**src/rtl/wb_arbiter_n.sv**
```systemverilog
// N-master to 1-slave Wishbone arbiter: fixed-priority or round-robin choice,
// optional hold timeout, registered one-hot grant driving a combinational slave mux.
module wb_arbiter_n #(
  parameter int MASTER_COUNT = 4,
  parameter int DATA_WIDTH   = 32,
  parameter int ADDR_WIDTH   = 32,
  parameter int ROUND_ROBIN  = 0,
  parameter int MAX_HOLD     = 0
) (
  input  logic                                  clk,
  input  logic                                  rst_n,
  input  logic [MASTER_COUNT-1:0]               m_we_i,
  input  logic [MASTER_COUNT-1:0]               m_cyc_i,
  input  logic [MASTER_COUNT-1:0]               m_stb_i,
  input  logic [MASTER_COUNT*DATA_WIDTH/8-1:0]  m_sel_i,
  input  logic [MASTER_COUNT*ADDR_WIDTH-1:0]    m_adr_i,
  input  logic [MASTER_COUNT*DATA_WIDTH-1:0]    m_dat_i,
  output logic [DATA_WIDTH-1:0]                 m_dat_o,
  output logic [MASTER_COUNT-1:0]               m_ack_o,
  output logic [MASTER_COUNT-1:0]               m_int_o,
  output logic                                  s_we_o,
  output logic                                  s_cyc_o,
  output logic                                  s_stb_o,
  output logic [DATA_WIDTH/8-1:0]               s_sel_o,
  output logic [ADDR_WIDTH-1:0]                 s_adr_o,
  output logic [DATA_WIDTH-1:0]                 s_dat_o,
  input  logic [DATA_WIDTH-1:0]                 s_dat_i,
  input  logic                                  s_ack_i,
  input  logic                                  s_int_i,
  output logic [MASTER_COUNT-1:0]               grant_o
);

  localparam int N  = MASTER_COUNT;
  localparam int SW = DATA_WIDTH / 8;
  localparam int LW = (N > 1) ? $clog2(N) : 1;
  localparam int HW = (MAX_HOLD > 0) ? $clog2(MAX_HOLD + 1) : 1;
  localparam logic [N-1:0]  ONE_N    = {{(N-1){1'b0}}, 1'b1};
  localparam logic [HW-1:0] HOLD_LIM = HW'(MAX_HOLD);
  localparam logic [HW-1:0] HOLD_ONE = HW'(1);

  typedef enum logic {S_IDLE, S_OWN} state_e;

  state_e        state_q, state_d;
  logic [N-1:0]  grant_q, grant_d;
  logic [N-1:0]  mask_q, mask_d;
  logic [LW-1:0] last_q, last_d;
  logic [HW-1:0] hold_q, hold_d;

  logic [N-1:0]  elig;
  logic [LW-1:0] fp_idx, rr_hi_idx, rr_lo_idx, win_idx, own_idx;
  logic          rr_hi_found;
  logic          own_cyc, gap, lower_req, other_req;
  logic          rel_normal, rel_preempt, rel_timeout;

  // Winner selection. A masked master only loses if someone else is asking.
  always_comb begin
    elig = m_cyc_i & ~mask_q;
    if (elig == '0) elig = m_cyc_i;
    fp_idx      = '0;
    rr_hi_idx   = '0;
    rr_lo_idx   = '0;
    rr_hi_found = 1'b0;
    for (int i = N - 1; i >= 0; i--) begin
      if (elig[i]) begin
        fp_idx = LW'(i);
        if (LW'(i) > last_q) begin
          rr_hi_idx   = LW'(i);
          rr_hi_found = 1'b1;
        end else begin
          rr_lo_idx = LW'(i);
        end
      end
    end
    if (ROUND_ROBIN != 0) win_idx = rr_hi_found ? rr_hi_idx : rr_lo_idx;
    else                  win_idx = fp_idx;
  end

  // Wishbone handshake: a beat transfers when the granted master holds stb and
  // the slave returns ack; cyc framing is owned by the master until release.
  always_comb begin
    own_idx = '0;
    s_we_o  = 1'b0;
    s_cyc_o = 1'b0;
    s_stb_o = 1'b0;
    s_sel_o = '0;
    s_adr_o = '0;
    s_dat_o = '0;
    for (int i = 0; i < N; i++) begin
      if (grant_q[i]) begin
        own_idx = LW'(i);
        s_we_o  = m_we_i[i];
        s_cyc_o = m_cyc_i[i];
        s_stb_o = m_stb_i[i];
        s_sel_o = m_sel_i[i*SW +: SW];
        s_adr_o = m_adr_i[i*ADDR_WIDTH +: ADDR_WIDTH];
        s_dat_o = m_dat_i[i*DATA_WIDTH +: DATA_WIDTH];
      end
    end
  end

  assign m_ack_o = grant_q & {N{s_ack_i}};
  assign m_int_o = grant_q & {N{s_int_i}};
  assign m_dat_o = s_dat_i;
  assign grant_o = grant_q;

  assign own_cyc     = |(m_cyc_i & grant_q);
  assign gap         = !s_stb_o && !s_ack_i;
  assign lower_req   = |(m_cyc_i & (grant_q - ONE_N));
  assign other_req   = |(m_cyc_i & ~grant_q);
  assign rel_normal  = !own_cyc && !s_ack_i;
  assign rel_preempt = (ROUND_ROBIN == 0) && lower_req && gap;
  assign rel_timeout = (MAX_HOLD > 0) && (hold_q >= HOLD_LIM) && gap;

  always_comb begin
    state_d = state_q;
    grant_d = grant_q;
    mask_d  = mask_q;
    last_d  = last_q;
    hold_d  = hold_q;
    case (state_q)
      S_IDLE: begin
        if (|m_cyc_i) begin
          state_d = S_OWN;
          grant_d = ONE_N << win_idx;
          mask_d  = '0;
          hold_d  = '0;
        end
      end
      S_OWN: begin
        if (rel_normal || rel_preempt || rel_timeout) begin
          state_d = S_IDLE;
          grant_d = '0;
          last_d  = own_idx;
          hold_d  = '0;
          // Only a forced release in fixed mode demotes the loser for one round.
          if (!rel_normal && ROUND_ROBIN == 0) mask_d = grant_q;
        end else if (other_req && hold_q != '1) begin
          hold_d = hold_q + HOLD_ONE;
        end
      end
      default: begin
        state_d = S_IDLE;
        grant_d = '0;
      end
    endcase
  end

  always_ff @(posedge clk or negedge rst_n) begin
    if (!rst_n) begin
      state_q <= S_IDLE;
      grant_q <= '0;
      mask_q  <= '0;
      last_q  <= LW'(N - 1);
      hold_q  <= '0;
    end else begin
      state_q <= state_d;
      grant_q <= grant_d;
      mask_q  <= mask_d;
      last_q  <= last_d;
      hold_q  <= hold_d;
    end
  end

endmodule

```
**config.mk**
```make
export PLATFORM = sky130hd
export DESIGN_NAME = wb_arbiter_n
export DESIGN_NICKNAME = d
export VERILOG_FILES = /design/src/rtl/wb_arbiter_n.sv
export SDC_FILE = /design/constraint.sdc
export NUM_CORES = 1
export LEC_CHECK = 0
export CAP_MARGIN = 0
export CORE_AREA = 2 2 169 171
export DETAILED_ROUTE_END_ITERATION = 10
export DIE_AREA = 0 0 171 173
export GPL_ROUTABILITY_DRIVEN = 0
export PLACE_DENSITY_LB_ADDON = 0.2
export SYNTH_ARGS = -nofsm -noshare
export SYNTH_HDL_FRONTEND = slang
export SYNTH_SLANG_ARGS = --single-unit
```
**constraint.sdc**
```tcl
create_clock -name clk -period 5 [get_ports clk]
set_clock_uncertainty 0.1 [all_clocks]
set_input_delay 0.5 -clock clk [delete_from_list [all_inputs] [get_ports clk]]
set_output_delay 0.5 -clock clk [all_outputs]
set_load 0.01 [all_outputs]
```
Yosys cells after proc, flatten, opt, wreduce, memory -nomap -nowiden
Index checks and enable logic that the tools add are counted.
W data, S select, Z words.
Word-level totals
  register bits: 9
  bits in latches: 0
  memory bits (writable): 0
  bits in read-only memories: 0
  input bits: 320
  output and inout bits: 115
  word-level logic and storage cells: 67
  memories kept: 0
Cells by class
  $add $sub $neg: 1
  $mul: 0
  div/mod/pow operators: 0
  $lt $le $gt $ge: 0
  eq/ne operators: 3
  shift operators: 1
  muxes and demuxes: 39
  bitwise logic cells: 7
  reduce and logical (&&, ||, !) cells: 13
Operator list (number)
  $mux W32: 8
  $mux W4: 10
  $and A4 B4 Y4: 5
  $pmux W4 S2: 2
  $mux W1: 14
  $reduce_or A4 Y1: 3
  $mux W2: 4
  $logic_not A4 Y1: 1
  $ne A2 B2 Y1 const B: 2
  $not A4 Y4: 1
  $shl A1 B2 Y4 const A: 1
  $sub A4 B1 Y4 const B: 1
  $logic_and A1 B1 Y1: 3
  $logic_not A1 Y1: 3
  $reduce_and A3 Y1: 1
  $ne A2 B1 Y1 const B: 1
  $pmux W1 S2: 1
  $reduce_and A2 Y1: 1
  $logic_or A1 B1 Y1: 1
  $not A1 Y1: 1

Longest topological paths before layout
  depth in word-level cells: 11
  mapped depth: 10

Least setup slack after synthesis
No wires, ideal clock.
  path kind: flip-flop to flip-flop
  from: register grant_q[1], in the netlist grant_o[1]
  to: register grant_q[0], in the netlist grant_o[0]
  arrival time: 2269 ps
  data required time: 4821 ps
  slack: 2551 ps
  cell stages (with the launch flop): 11
  path buffers: 3
  clock period less this slack: 2449 ps
  cell sequence: dfrtp_1 > buf_2 > buf_2 > clkbuf_1 > inv_1 > ha_1 > inv_1 > a222oi_1 > a21oi_2 > a21oi_2 > mux2i_1
On the way
  cells in the longest elaborated chain, start to end: 9
  elaborated cells between the ends (all ways): 16
  those cells by class: 1 x add/sub; 1 x eq/ne; 3 x mux; 2 x bitwise; 9 x reduce/logical
RTL lines
  from (decl): RTL line 44  | logic [N-1:0] grant_q, grant_d;
  from (signal assigned): RTL line 157  | grant_q <= grant_d;
  branches (longest 6 deep; another with $sub A4 B1 Y4)
  $logic_or A1 B1 Y1 *: RTL line 130  | if (rel_normal || rel_preempt || rel_timeout) begin
  $ne A2 B1 Y1 (no source line) *
  $reduce_and A2 Y1 (no source line) *
Mark *: on every way between the ends.
A chain may end at the register's enable or synchronous reset.

Worst setup path in the final report
  from: register grant_q[0], in the netlist grant_o[0]
  to: output port s_dat_o[29]
On the way
  cells in the longest elaborated chain, start to end: 4
RTL lines
  $mux W32 (4 in a row): RTL line 89  | if (grant_q[i]) begin
  to (decl): RTL line 26  | output logic [DATA_WIDTH-1:0] s_dat_o,
Every way passes these cells.

==> results.yml <==
status:
  status: "finished clean"
worst_setup_path:
  crit_start: "grant_o[0]"
  path_cells: "nor2b_4 > buf_4 > a221o_1 > o21ai_0 > o21ai_0 > clkdlybuf4s50_1"
  cp_common_cell: "o21ai_0"
  critPathLaunchType: "flop"
  r2r_start: "grant_o[1]"
  critPathCaptureType: "output pin"
  critical_path_required_ns: 4.40
  arrival_ns: 2.63
  crit_buf_inv: 2
  rrSetupSlack_ns: 2.13
  crit_cells: 6
  crit_fanout: 31
  max_stage_delay_ns: 0.61
  reg2regPathDepth: 8
  rr_endpoint: "grant_o[1]"
  critPathCapture: "s_dat_o[29]"
  crit_slowest_cell: "clkdlybuf4s50_1"
  critical-path-top-delay-family: "buffers and inverters"
  critical_path_class: "flop to output pin"
clock_tree:
  cts.clk_slew.worst_paths_ns: 0.04
  cts_tree: "done"
  numCtsBuffers: 3
  cts.path.max_buffers: 2
  cts_root_buf: "clkbuf_16"
  htree_levels: 1
  clock_sinks: 9
  post_cts_buffers: 0
  clock_latency_ns: 0.23
  cts_resized: 0
  cts_hold_buf: 0
synth:
  ys_seq_elements: 9
  ys_seq_area_frac: 0.07975
  synth-edff-count: 0
  syn_avg_cell_area_sq_um: 6.447
  syn_inst: 438
  syn_area_sq_um: 2824
  async_flop_share: 1.000
  synth_cell_types: 39
  ys.flop_type: "dfrtp_1"
  syn_nets: 759
  yosys_warnings: 0
  synth_area_leaders: "a221o_1 25%, o21ai_0 24%, nand2_1 10%"
  yosysTopAreaCell: "a221o_1"
  synth.top_cell.area_share: 0.2481
layout:
  layout_commonest_cell: "clkdlybuf4s50_1"
  antennaDiodeCount: 0
  syn_to_final_growth_pct: 137.6
  fin_area_sq_um: 6710
  drive_above_1_share: 0.03108
  final_cell_mix: "370 x clkdlybuf4s50_1, 135 x o21ai_0, 75 x nand2_1"
  fin_cells: 1118
  fin_util: 0.2429
  finalNetCount: 1062
power_and_ir_drop:
  p_per_area_nw_per_um2: 332.2
  ir_worst_vdd_v: 0.0001717
  leakage_nw: 2.279
drt:
  wl_um: 18980
  drt_iter0_markers: 146
  ant_nets: 0
  post_drt_via_cell_ratio: 4.067
  vias: 4547
  drcViolationCount: 0
  drt-wirelength-per-cell_um: 16.97
  drtPass1Iterations: 5
placement:
  placed_cells: 1114
  hpwl_um: 14800
  postPlaceCellArea_sq_um: 6630
  io_buffers: 370
sta:
  finalMaxSlewViolations: 0
  relSlewSlack: 0.3560
  hold_viol: 0
  finalCriticalPeriod_ns: 3.230
  fin_crit_sh: 0.6461
  fin_setup_tns_ns: 0
  rsz0062_at_grt: "no"
  finalSetupViolCount: 0
  timing.fmax_mhz: 309.6
  holdWs_ns: 0.4407
  tightest_slew_ns: 0.9661
grt:
  grt_antenna_before_repair: 0
  grt-ovfl-total: 0
  grt_pass1_wl_um: 27210
  grt_pass1_vias: 4567
  grt_max_degree: 81
  grt_usage: 0.1171
hold_path:
  worstHoldPathCells: 2
  min-delay-start: "mask_q[2]"
  hold_class: "flop to flop"
floorplanning:
  initial_utilization: 0.1022
  die_x_um: 171
  die_area_sq_um: 29580
  fp.coreArea_sq_um: 27630
  rows: 61
  ioPinCount: 435
  fp.dieH_um: 173
run:
  max_cap_viol_count: 0
-- routing by layer --
layer | vias up | GRT usage | wire, um
met5 | - | 0 | 0
met4 | 0 | 0.01660 | 181
met2 | 227 | 0.2246 | 9777
met3 | 22 | 0.02930 | 1749
li1 | 2247 | - | -
met1 | 2051 | 0.1307 | 7269
-- stage by stage --
stage | total power, W | setup WS (ns)
6_report | 0.002229 | 1.770
5_1_grt | 0.002430 | 1.550
4_1_cts | 0.002261 | 1.746
3_5_place_dp | 0.002103 | 2.015
3_3_place_gp | 0.002122 | 2.009
2_1_floorplan | 0.001080 | 2.551
-- synth_stat cells, types with 2 or more instances --
cell type  instances
nor2b_1            3
o21ai_0          135
mux2i_1            5
dfrtp_1            9
buf_2              7
a22oi_1            2
a222oi_1           2
nor4_1             3
a21oi_2            2
a221o_1           70
nand2_1           75
buf_1              2
o21ai_1            9
buf_4             33
o21a_1             2
clkbuf_1          38
a21oi_1            4
a22o_1             2
o31ai_1            2
inv_1              6
and2_1             9
-- layout make-up --
| cell class | instances | area (sq um) |
|---|---|---|
| Sequential cell | 9 | 231.5 |
| Clock inverter | 1 | 5.005 |
| Inverter | 7 | 26.28 |
| Multi-Input combinational cell | 341 | 2128 |
| Timing Repair Buffer | 379 | 3771 |
| Tap cell | 378 | 473.0 |
| Fill cell | 3090 | 20920 |
| Clock buffer | 3 | 75.07 |
-- worst min-delay path: cells and delay by family, from the launching register on --
family / cells / cell delay (ns)
mux: 1 / 0.06
flops: 1 / 0.38
simple gates: 1 / 0.06
-- registers in the layout, summed over array words and instances (netlist names) --
| name | count |
|---|---|
| grant_o | 4 |
| mask_q | 4 |
| state_q | 1 |
-- logic make-up (layout without fill, tap and decap cells) --
| kind of cell | count (synthesis) | count (layout) | synth area share |
|---|---|---|---|
| xor+xnor | 1 | 1 | 0.003102 |
| flops | 9 | 9 | 0.07975 |
| fa+ha+maj | 1 | 1 | 0.004430 |
| simple gates | 95 | 95 | 0.1502 |
| compound gates | 239 | 239 | 0.5782 |
| mux | 5 | 5 | 0.01772 |
| buf+inv | 88 | 390 | 0.1666 |
-- worst min-delay path by stage --
stage,to,slack [ns]
2_1_floorplan,grant_o[0],0.10
3_3_place_gp,state_q,0.44
3_5_place_dp,state_q,0.43
4_1_cts,state_q,0.44
5_1_grt,state_q,0.47
6_report,mask_q[2],0.44
-- power by group --
group          switching [W]  internal [W]  leakage (nW)
clock              0.0000373      0.000106        0.0409
sequential         0.0000548     0.0000920         0.116
combinational       0.000861       0.00108          2.12
Note: power is estimated with default switching activity, not from simulation.
